$ cat src/rtl/gpio_in_filter.sv
// Per-pin GPIO input conditioner: 2-flop synchronizer, N-cycle stability filter, sticky edge events, irq.
// Latency: pin -> filt_data in 1+Neff edges after sync1 capture, event +1, irq +1; no backpressure (free-running).
module gpio_in_filter #(
   parameter int IOWidth     = 36,
   parameter int FilterWidth = 8
) (
   input  logic                   clk,
   input  logic                   reset,
   input  logic [IOWidth-1:0]     pin_in,
   input  logic [IOWidth-1:0]     filter_en,
   input  logic [FilterWidth-1:0] filter_len,
   input  logic [IOWidth-1:0]     rise_en,
   input  logic [IOWidth-1:0]     fall_en,
   input  logic [IOWidth-1:0]     event_clr,
   output logic [IOWidth-1:0]     filt_data,
   output logic [IOWidth-1:0]     o_event,
   output logic                   irq
);

   logic [IOWidth-1:0]     r_sync1;
   logic [IOWidth-1:0]     r_sync2;
   logic [IOWidth-1:0]     r_filt;
   logic [IOWidth-1:0]     r_filt_q;
   logic [IOWidth-1:0]     r_event;
   logic                   r_irq;
   logic [FilterWidth-1:0] r_cnt      [IOWidth];

   logic [FilterWidth-1:0] w_term     [IOWidth];
   logic [FilterWidth-1:0] w_cnt_nxt  [IOWidth];
   logic [IOWidth-1:0]     w_filt_nxt;
   logic [IOWidth-1:0]     w_rise;
   logic [IOWidth-1:0]     w_fall;
   logic [IOWidth-1:0]     w_set;

   // w_term is Neff-1; >= keeps a shortened filter_len from stranding cnt past terminal
   always_comb begin
      for (int i = 0; i < IOWidth; i++) begin
         w_term[i]     = '0;
         w_cnt_nxt[i]  = '0;
         w_filt_nxt[i] = r_filt[i];
         if (filter_en[i] && (filter_len != '0)) begin
            w_term[i] = filter_len - FilterWidth'(1);
         end
         if (r_sync2[i] != r_filt[i]) begin
            if (r_cnt[i] >= w_term[i]) begin
               w_filt_nxt[i] = r_sync2[i];
            end else begin
               w_cnt_nxt[i] = r_cnt[i] + FilterWidth'(1);
            end
         end
      end
   end

   assign w_rise = r_filt & ~r_filt_q;
   assign w_fall = ~r_filt & r_filt_q;
   assign w_set  = (w_rise & rise_en) | (w_fall & fall_en);

   always_ff @(posedge clk) begin
      if (reset) begin
         r_sync1  <= '0;
         r_sync2  <= '0;
         r_filt   <= '0;
         r_filt_q <= '0;
         r_event  <= '0;
         r_irq    <= 1'b0;
         for (int i = 0; i < IOWidth; i++) begin
            r_cnt[i] <= '0;
         end
      end else begin
         r_sync1  <= pin_in;
         r_sync2  <= r_sync1;
         r_filt   <= w_filt_nxt;
         r_filt_q <= r_filt;
         // set wins over a coincident clear
         r_event  <= w_set | (r_event & ~event_clr);
         r_irq    <= |r_event;
         for (int i = 0; i < IOWidth; i++) begin
            r_cnt[i] <= w_cnt_nxt[i];
         end
      end
   end

   assign filt_data = r_filt;
   assign o_event   = r_event;
   assign irq       = r_irq;

endmodule

$ cat config.mk
export PLATFORM = sky130hd
export DESIGN_NAME = gpio_in_filter
export DESIGN_NICKNAME = d
export VERILOG_FILES = /design/src/rtl/gpio_in_filter.sv
export SDC_FILE = /design/constraint.sdc
export NUM_CORES = 1
export LEC_CHECK = 0
export ABC_AREA = 0
export CORE_MARGIN = 2
export CORE_UTILIZATION = 24
export DETAILED_ROUTE_END_ITERATION = 7
export PLACE_DENSITY = 0.44
export SLEW_MARGIN = 20
export SYNTH_ARGS = -nofsm -noshare
export SYNTH_HDL_FRONTEND = slang
export SYNTH_SLANG_ARGS = --single-unit
$ cat constraint.sdc
create_clock -name clk -period 5.2 [get_ports clk]
set_clock_uncertainty 0.2 [all_clocks]
set_input_delay 0.78 -clock clk [delete_from_list [all_inputs] [get_ports clk]]
set_output_delay 0.78 -clock clk [all_outputs]
set_load 0.03 [all_outputs]
==> flow_metrics.env, run 1 <==
export IMPL_grt_first_pass_wirelength_mm=116
export IMPL_place_congestion=0.746
export IMPL_drtAntennaViolNets=0
export IMPL_antenna_found_initial=11
export IMPL_drtIter0Drc=1033
export IMPL_met2_length_mm=32.5
export IMPL_crit_required_ps=5580
export IMPL_synth_compound_area_share_pct=6.28
export IMPL_maxUsedRoutingLayer="met5"
export IMPL_r2r_end="irq"
export IMPL_routed_wirelength_mm=74.3
export IMPL_crit_top_cell="nand2_1"
export IMPL_boundaryPins=263
export IMPL_powerDensity_mw_per_mm2=280
export IMPL_syn_area_mm2=0.0255
export IMPL_ctsHoldBuffers=0
export IMPL_drv_cap=0
export IMPL_clk_latency_ps=650
export IMPL_synthFlopType="dfxtp_1"
export IMPL_slowest_stage="nor2b_4"
export IMPL_synth_top_family_by_area="simple AND/OR/NAND/NOR gates"
export IMPL_cts_setup_buffers=0
export IMPL_fin_nets=3624
export IMPL_min_period_over_period_pct=77.7
export IMPL_m1WireLength_mm=36.9
export IMPL_timing_slew_headroom_pct=19.2
export IMPL_yosys_area_share_adder_pct=16.0
export IMPL_wire_per_inst_um=16.3
export IMPL_setup_tns_ps=0
export IMPL_synthCells=2893
export IMPL_via_per_inst=4.50
export IMPL_overflow=0
export IMPL_area_delta_synth_final_pct=24.0
export IMPL_grt_max_degree=139
export IMPL_worst_slew_pin_transition_ps=1200
export IMPL_setup_viol=0
export IMPL_crit_fanout=19
export IMPL_rsz0062_at_grt="false"
export IMPL_core_area_mm2=0.105
export IMPL_power_leakage_nw=12.4
export IMPL_clk_path_buf_depth=3
export IMPL_regArea_mm2=0.00939
export IMPL_portBuffers=262
export IMPL_syn_num_nets=3409
export IMPL_finalHoldViolations=0
export IMPL_synth_edff_count=0
export IMPL_reg2reg_from="o_event[16]"
export IMPL_fmax_ghz=0.247
export IMPL_worstHoldStart="r_sync1[31]"
export IMPL_fin_crit_ps=4040
export IMPL_worstHoldEndpoint="r_sync2[31]"
export IMPL_initial_core_util_pct=24.2
export IMPL_syn_avg_cell_area_um2=8.80
export IMPL_slew_violations=0
export IMPL_synthSimpleGateAreaFrac_pct=27.5
export IMPL_yosys_area_share_xor_xnor_pct=8.98
export IMPL_seq_area_frac_synth_pct=36.9
export IMPL_drc_errors=0
export IMPL_peakVddDrop_mv=0.247
export IMPL_root_buffer="clkbuf_16"
export IMPL_wl_met3_mm=3.44
export IMPL_hold_depth=1
export IMPL_synth_seq_cells=469
export IMPL_yosys_warnings=0
export IMPL_critPathLaunchType="primary input"
export IMPL_fin_util_pct=30.0
export IMPL_rr_worst_depth=2
export IMPL_crit_path_max_incr_delay_ps=720
export IMPL_async_flop_share_pct=0
export IMPL_vias=20500
export IMPL_crit_start="filter_len[3]"
export IMPL_ys_types=43
export IMPL_worstPathArrival_ps=4430
export IMPL_cts_resized_gates=0
export IMPL_n_fill_cell=11100
export IMPL_path_class="primary input to flip-flop"
export IMPL_cts_tree="done"
export IMPL_crit_chain="clkdlybuf4s50_1, or4_4, nor2_2, nand3b_1, nor2b_4, buf_4, nand2_1, ha_1, a31oi_1, nor2b_1, o21ai_0, nand2_1, nor2_1"
export IMPL_status="finished clean"
export IMPL_grt_pass1_vias=20000
export IMPL_synth_mux_area_share_pct=1.24
export IMPL_hp_class="flip-flop to flip-flop"
export IMPL_path_clk_slew_ps=60
export IMPL_cp_end_kind="flip-flop"
export IMPL_dr_pass1_iters=5
export IMPL_dieArea_mm2=0.109
export IMPL_cts_sinks=469
export IMPL_dpl_hpwl_mm=51.2
export IMPL_regToRegSetupSlack_ps=2900
export IMPL_drive_gt1_share_pct=4.95
export IMPL_cts_buffers=58
export IMPL_row_count=119
export IMPL_multi_input_area_mm2=0.0153
export IMPL_gr_usage_all_layers_pct=13.6
export IMPL_die_y_um=330
export IMPL_fp_dieW_um=330
export IMPL_cts_htree_levels=2
## per-stage QoR
step	instance area (um^2)	hold WS (ps)	cells	power, mW	setup WS (ps)
floorplan	25500	214	2893	4.29	1590
global placement	29600	218	4439	4.68	486
detailed placement	29600	223	4439	4.68	420
CTS	31600	237	4544	9.05	1130
global route	31600	256	4546	9.27	797
finish	31600	232	4546	8.84	1160
## registers in the layout (all words and copies together), names as in the netlist
| signal | count |
|---|---|
| r_filt_q | 36 |
| filt_data | 36 |
| r_sync1 | 36 |
| r_sync2 | 36 |
| o_event | 36 |
| irq | 1 |
| r_cnt | 288 |
## cells in the mapped netlist (21+ instances only)
cell type / instances / area [um^2]
a31oi_1: 42 / 263
nand4_1: 23 / 144
nor2_1: 321 / 1200
nor2b_1: 166 / 1040
and3_1: 136 / 851
mux2_2: 21 / 236
xor2_1: 166 / 1450
nand2b_1: 71 / 444
nor4_1: 32 / 200
buf_1: 43 / 161
inv_1: 62 / 233
xnor2_1: 90 / 788
a21boi_0: 23 / 173
nor3_1: 28 / 140
dfxtp_1: 469 / 9390
a21oi_1: 95 / 475
buf_2: 21 / 105
o21ai_0: 46 / 230
clkbuf_1: 57 / 214
ha_1: 326 / 4080
nand3_1: 373 / 1870
nand2_1: 118 / 443
nand3b_1: 74 / 556
## area by class of cell
| class | count | share of cell area (%) |
|---|---|---|
| diodes | 2 | 0.0159 |
| clock buffers | 82 | 5.36 |
| clock inverters | 23 | 0.947 |
| inverters | 62 | 0.737 |
| multi-input cells | 2234 | 48.6 |
| flip-flops and latches | 469 | 29.7 |
| well taps | 1391 | 5.51 |
| repair buffers | 283 | 9.10 |
## critical path: cells and delay by family
| kind | cells | cell delay, ps |
|---|---|---|
| simple gates | 8 | 1760 |
| buf+inv | 2 | 940 |
| fa+ha+maj | 1 | 320 |
| compound gates | 2 | 600 |
## power breakdown
group	leakage (nW)	switching (mW)	total, mW	internal (mW)
sequential	3.80	0.0493	3.70	3.65
clock	0.982	1.70	4.25	2.55
combinational	7.61	0.472	0.892	0.420
## worst max-delay path by stage
| stage | cells after the start | slack [ps] | to |
|---|---|---|---|
| 3_3_place_gp | 13 | 490 | r_cnt[7][27] |
| 5_1_grt | 13 | 800 | filt_data[28] |
| 4_1_cts | 13 | 1130 | filt_data[21] |
| 2_1_floorplan | 12 | 1590 | filt_data[35] |
| 6_report | 13 | 1160 | r_cnt[4][12] |
| 3_5_place_dp | 13 | 420 | filt_data[21] |
## cells in the final DEF, fill, tap and decap left out, types with 3 or more instances in the layout
cell	n
a21o_1	18
clkbuf_8	15
clkdlybuf4s50_1	261
mux2_2	21
xnor2_1	88
nor4_1	32
a31o_2	6
clkinvlp_4	3
a31oi_1	42
nor2b_1	165
clkinv_2	12
mux2i_1	8
dfxtp_1	469
a211o_1	3
o31ai_1	18
nand4_1	23
buf_4	14
xor2_1	165
clkbuf_16	58
and3_1	136
a21boi_0	23
a21oi_1	95
nor3_1	28
inv_1	61
o2111ai_1	3
nand2_1	118
a211oi_1	7
ha_1	326
nand3b_1	74
o21ai_0	46
buf_12	7
nand3_1	373
and4_1	9
bufinv_16	6
nand2b_1	71
nor2_1	321
clkbuf_1	9
## per-layer routing
metal / up-vias / GRT usage (%)
li1: 10500 / -
met1: 9595 / 18.7
met2: 307 / 21.7
met3: 82 / 2.65
met4: 4 / 3.68
met5: - / 0
## logic make-up (layout without fill, tap and decap cells)
family                   Yosys count  count (layout)
AND/OR/NAND/NOR                 1356            1356
other                              0               2
AO/OA/AOI/OAI                    265             265
adder cells (fa/ha/maj)          326             326
multiplexers                      29              29
XOR/XNOR                         258             258
buffers and inverters            190             450
flip-flops                       469             469
Power figures use the tool's default switching activity.
==> run 2: changes to the inputs <==
==> constraint.sdc (replaced) <==
create_clock -name clk -period 4 [get_ports clk]
set_clock_uncertainty 0.2 [all_clocks]
set_input_delay 0.6 -clock clk [delete_from_list [all_inputs] [get_ports clk]]
set_output_delay 0.6 -clock clk [all_outputs]
set_load 0.03 [all_outputs]
==> flow_metrics.env, run 2 (synthesis gave the netlist of run 1 again) <==
export IMPL_wire_per_inst_um=16.0
export IMPL_mostFrequentLayoutCells="469 x dfxtp_1, 373 x nand3_1, 326 x ha_1, 321 x nor2_1, 261 x clkdlybuf4s50_1"
export IMPL_setup_viol=0
export IMPL_fp_dieW_um=330
export IMPL_crit_required_ps=4350
export IMPL_m1WireLength_mm=36.5
export IMPL_maxUsedRoutingLayer="met5"
export IMPL_clk_latency_ps=670
export IMPL_worstPathArrival_ps=3800
export IMPL_cp_end_kind="flip-flop"
export IMPL_rsz0062_at_grt="false"
export IMPL_drive_gt1_share_pct=6.89
export IMPL_postLayoutCellArea_mm2=0.0322
export IMPL_grt_first_pass_wirelength_mm=116
export IMPL_hp_class="flip-flop to flip-flop"
export IMPL_die_y_um=330
export IMPL_worst_slew_pin_transition_ps=1210
export IMPL_portBuffers=262
export IMPL_vias=20500
export IMPL_fin_crit_ps=3450
export IMPL_powerDensity_mw_per_mm2=356
export IMPL_placed_area_mm2=0.0302
export IMPL_finalHoldViolations=0
export IMPL_via_per_inst=4.45
export IMPL_multi_input_area_mm2=0.0153
export IMPL_fin_nets=3687
export IMPL_slew_violations=0
export IMPL_cts_tree="done"
export IMPL_power_leakage_nw=12.7
export IMPL_initial_core_util_pct=24.2
export IMPL_root_buffer="clkbuf_16"
export IMPL_cts_buffers=60
export IMPL_dieArea_mm2=0.109
export IMPL_timing_slew_headroom_pct=18.5
export IMPL_area_delta_synth_final_pct=26.4
export IMPL_cts_resized_gates=0
export IMPL_largest_reg_flops=288
export IMPL_status="finished clean"
export IMPL_dpl_hpwl_mm=52.8
export IMPL_regArea_mm2=0.00939
export IMPL_layout_commonest_cell="dfxtp_1"
export IMPL_drv_cap=0
export IMPL_crit_fanout=85
export IMPL_instances_no_fill=4615
export IMPL_n_fill_cell=11000
export IMPL_grt_max_degree=102
export IMPL_peakVddDrop_mv=0.334
export IMPL_clk_path_buf_depth=3
export IMPL_drtAntennaViolNets=0
export IMPL_boundaryPins=263
export IMPL_wl_met3_mm=3.66
export IMPL_setup_tns_ps=0
export IMPL_fin_util_pct=30.6
export IMPL_ctsHoldBuffers=0
export IMPL_placedCellCount=4500
export IMPL_regMostFlops="r_cnt"
export IMPL_dr_pass1_iters=5
export IMPL_grt_pass1_vias=20200
export IMPL_antenna_found_initial=15
export IMPL_path_clk_slew_ps=60
export IMPL_fmax_ghz=0.290
export IMPL_met2_length_mm=32.4
export IMPL_overflow=0
export IMPL_row_count=119
export IMPL_drtIter0Drc=988
export IMPL_cts_setup_buffers=0
export IMPL_cts_htree_levels=2
export IMPL_place_congestion=0.775
export IMPL_cts_sinks=469
export IMPL_routed_wirelength_mm=73.8
export IMPL_path_class="primary input to flip-flop"
export IMPL_critPathLaunchType="primary input"
export IMPL_drc_errors=0
export IMPL_gr_usage_all_layers_pct=13.5
export IMPL_core_area_mm2=0.105
export IMPL_min_period_over_period_pct=86.1
-- run 2: worst paths after layout --
kind	from	to	slack [ps]	cells after the start
worst max register to register	o_event[16]	irq	1760	2
worst max-delay path	filter_len[5]	filt_data[19]	550	12
worst min register to register	r_sync1[25]	r_sync2[25]	230	1
worst min-delay path	r_sync1[25]	r_sync2[25]	230	1
-- run 2: power breakdown --
part | leakage [nW] | switching (mW) | internal, mW
combinational | 7.94 | 0.618 | 0.597
clock | 0.983 | 2.26 | 3.16
sequential | 3.80 | 0.0640 | 4.74
total | 12.7 | 2.95 | 8.50
-- run 2: layer usage --
layer	vias to the layer above	global-route usage, %
met5	-	0
met4	6	2.95
met3	81	2.86
met1	9473	18.7
met2	325	21.6
li1	10600	-
-- run 2: critical path, cell delays in order --
cell	delay [ps]
clkdlybuf4s50_1	420
or4_4	570
nor2_2	120
nand3b_1	170
buf_12	290
and3_1	270
ha_1	280
and3_1	140
o21ai_0	180
a21oi_1	120
nor3_1	220
mux2_2	360
-- run 2: final cells by class --
cell class	count	share of cell area (%)
antenna	2	0.0156
clock inverter	31	0.887
multi-input combinational	2234	47.7
sequential	469	29.2
tap	1391	5.41
timing repair buffer	344	10.9
inverter	62	0.723
clock buffer	82	5.27
-- run 2: per-stage QoR --
step                total power [mW]  setup WS (ps)  hold slack [ps]
floorplan                       5.58            569              214
global placement                6.14           -152              216
detailed placement              6.15           -115              223
CTS                             11.7            587              222
global route                    12.0            243              247
finish                          11.4            555              233
==> run 3: changes to the inputs <==
--- a/config.mk
+++ b/config.mk
@@ -8,6 +8,7 @@
 export ABC_AREA = 0
 export CORE_MARGIN = 2
 export CORE_UTILIZATION = 24
+export CTS_BUF_LIST = sky130_fd_sc_hd__clkbuf_4 sky130_fd_sc_hd__clkbuf_8
 export DETAILED_ROUTE_END_ITERATION = 7
 export PLACE_DENSITY = 0.44
 export SLEW_MARGIN = 20
==> flow_metrics.env, run 3 (synthesis gave the netlist of run 1 again) <==
export IMPL_slew_violations=0
export IMPL_status="finished clean"
export IMPL_r2r_end="irq"
export IMPL_fmax_ghz=0.295
export IMPL_largest_reg_flops=288
export IMPL_initial_core_util_pct=24.2
export IMPL_finalHoldViolations=0
export IMPL_clk_path_buf_depth=3
export IMPL_core_area_mm2=0.105
export IMPL_crit_fanout=85
export IMPL_dieArea_mm2=0.109
export IMPL_dr_pass1_iters=4
export IMPL_cts_setup_buffers=0
export IMPL_die_y_um=330
export IMPL_critPathLaunchType="primary input"
export IMPL_crit_chain="clkdlybuf4s50_1, or4_4, nor2_2, nand3b_1, buf_12, and3_1, ha_1, a31oi_1, nor2b_1, o21ai_0, nand2_1, nor2_1"
export IMPL_routed_wirelength_mm=74.3
export IMPL_fin_crit_ps=3390
export IMPL_regToRegSetupSlack_ps=1810
export IMPL_via_per_inst=4.43
export IMPL_drtAntennaViolNets=0
export IMPL_grt_max_degree=102
export IMPL_gr_usage_all_layers_pct=13.7
export IMPL_cp_top_family="simple AND/OR/NAND/NOR gates"
export IMPL_drv_cap=0
export IMPL_timing_slew_headroom_pct=21.4
export IMPL_switching_share_pct=25.7
export IMPL_placed_area_mm2=0.0302
export IMPL_boundaryPins=263
export IMPL_grt_first_pass_wirelength_mm=116
export IMPL_worstHoldEndpoint="r_sync1[19]"
export IMPL_power_leakage_nw=12.8
export IMPL_powerDensity_mw_per_mm2=354
export IMPL_crit_required_ps=4440
export IMPL_path_clk_slew_ps=60
export IMPL_reg2reg_from="o_event[16]"
export IMPL_worstPathArrival_ps=3830
export IMPL_seqPwrFrac_pct=42.1
export IMPL_hp_class="primary input to flip-flop"
export IMPL_hold_depth=2
export IMPL_peakVddDrop_mv=0.175
export IMPL_comb_power_share_pct=10.7
export IMPL_fp_dieW_um=330
export IMPL_regMostFlops="r_cnt"
export IMPL_path_class="primary input to flip-flop"
export IMPL_area_delta_synth_final_pct=26.6
export IMPL_clk_latency_ps=740
export IMPL_wire_per_inst_um=15.9
export IMPL_slowest_stage="or4_4"
export IMPL_root_buffer="clkbuf_8"
export IMPL_cts_htree_levels=3
export IMPL_cts_sinks=469
export IMPL_path_buf_inv=2
export IMPL_dpl_hpwl_mm=52.8
export IMPL_fin_util_pct=30.6
export IMPL_p_int_mw=8.48
export IMPL_min_period_over_period_pct=84.7
export IMPL_grt_pass1_vias=20500
export IMPL_drtIter0Drc=998
export IMPL_row_count=119
export IMPL_vias=20700
export IMPL_rr_worst_depth=2
export IMPL_setup_viol=0
export IMPL_cts_buffers=92
export IMPL_total_power_mw=11.4
export IMPL_portBuffers=262
export IMPL_antenna_found_initial=17
export IMPL_overflow=0
export IMPL_fin_nets=3719
export IMPL_rsz0062_at_grt="false"
export IMPL_power_share_clock_pct=47.2
export IMPL_p_sw_mw=2.93
export IMPL_cts_tree="done"
export IMPL_worst_slew_pin_transition_ps=1170
export IMPL_crit_path_max_incr_delay_ps=570
export IMPL_layout_commonest_cell="dfxtp_1"
export IMPL_cp_end_kind="flip-flop"
export IMPL_cts_resized_gates=0
export IMPL_mostFrequentLayoutCells="469 x dfxtp_1, 373 x nand3_1, 326 x ha_1, 321 x nor2_1, 261 x clkdlybuf4s50_1"
export IMPL_worstHoldStart="reset"
export IMPL_drc_errors=0
export IMPL_postLayoutCellArea_mm2=0.0322
export IMPL_place_congestion=0.775
export IMPL_drive_gt1_share_pct=8.62
export IMPL_ctsHoldBuffers=0
## run 3: power by group through the flow
stage | Sequential [mW] | Combinational, mW | Clock, mW
after floorplan | 4.91 | 0.668 | 0
after global placement | 4.91 | 1.24 | 0
after detailed placement | 4.91 | 1.24 | 0
after CTS | 4.81 | 1.25 | 5.63
after global routing | 4.81 | 1.37 | 5.82
final | 4.81 | 1.22 | 5.39
## run 3: final cells by class
class,instances,area (um^2)
Timing Repair Buffer,344,3490
Clock buffer,143,1770
Fill cell,11100,73000
Tap cell,1391,1740
Sequential cell,469,9390
Clock inverter,18,254
Inverter,62,233
Antenna cell,4,10.0
Multi-Input combinational cell,2234,15300
## run 3: per-stage QoR
step           setup WS [ps]  cells  hold slack (ps)  TNS, ps
5_1_grt                  312   4664              151        0
2_1_floorplan            569   2893              214        0
6_report                 611   4665              182        0
4_1_cts                  598   4661              119        0
3_5_place_dp            -115   4500              223    -5540
3_3_place_gp            -152   4500              216    -3440
## run 3: per-layer routing
metal	wire, um	GRT usage (%)
met5	34	0
met4	1750	3.93
met2	32500	21.7
met3	3400	2.98
met1	36700	18.5
## run 3: worst max-delay path by stage
stage                  startpoint            end  depth (start not counted)
finish              filter_len[5]   r_cnt[2][13]                         12
floorplan           filter_len[0]  filt_data[35]                         12
detailed placement  filter_len[5]   r_cnt[2][12]                         12
CTS                    o_event[7]     o_event[7]                          1
global route        filter_len[5]   r_cnt[4][12]                         13
global placement    filter_len[5]   r_cnt[2][10]                         12
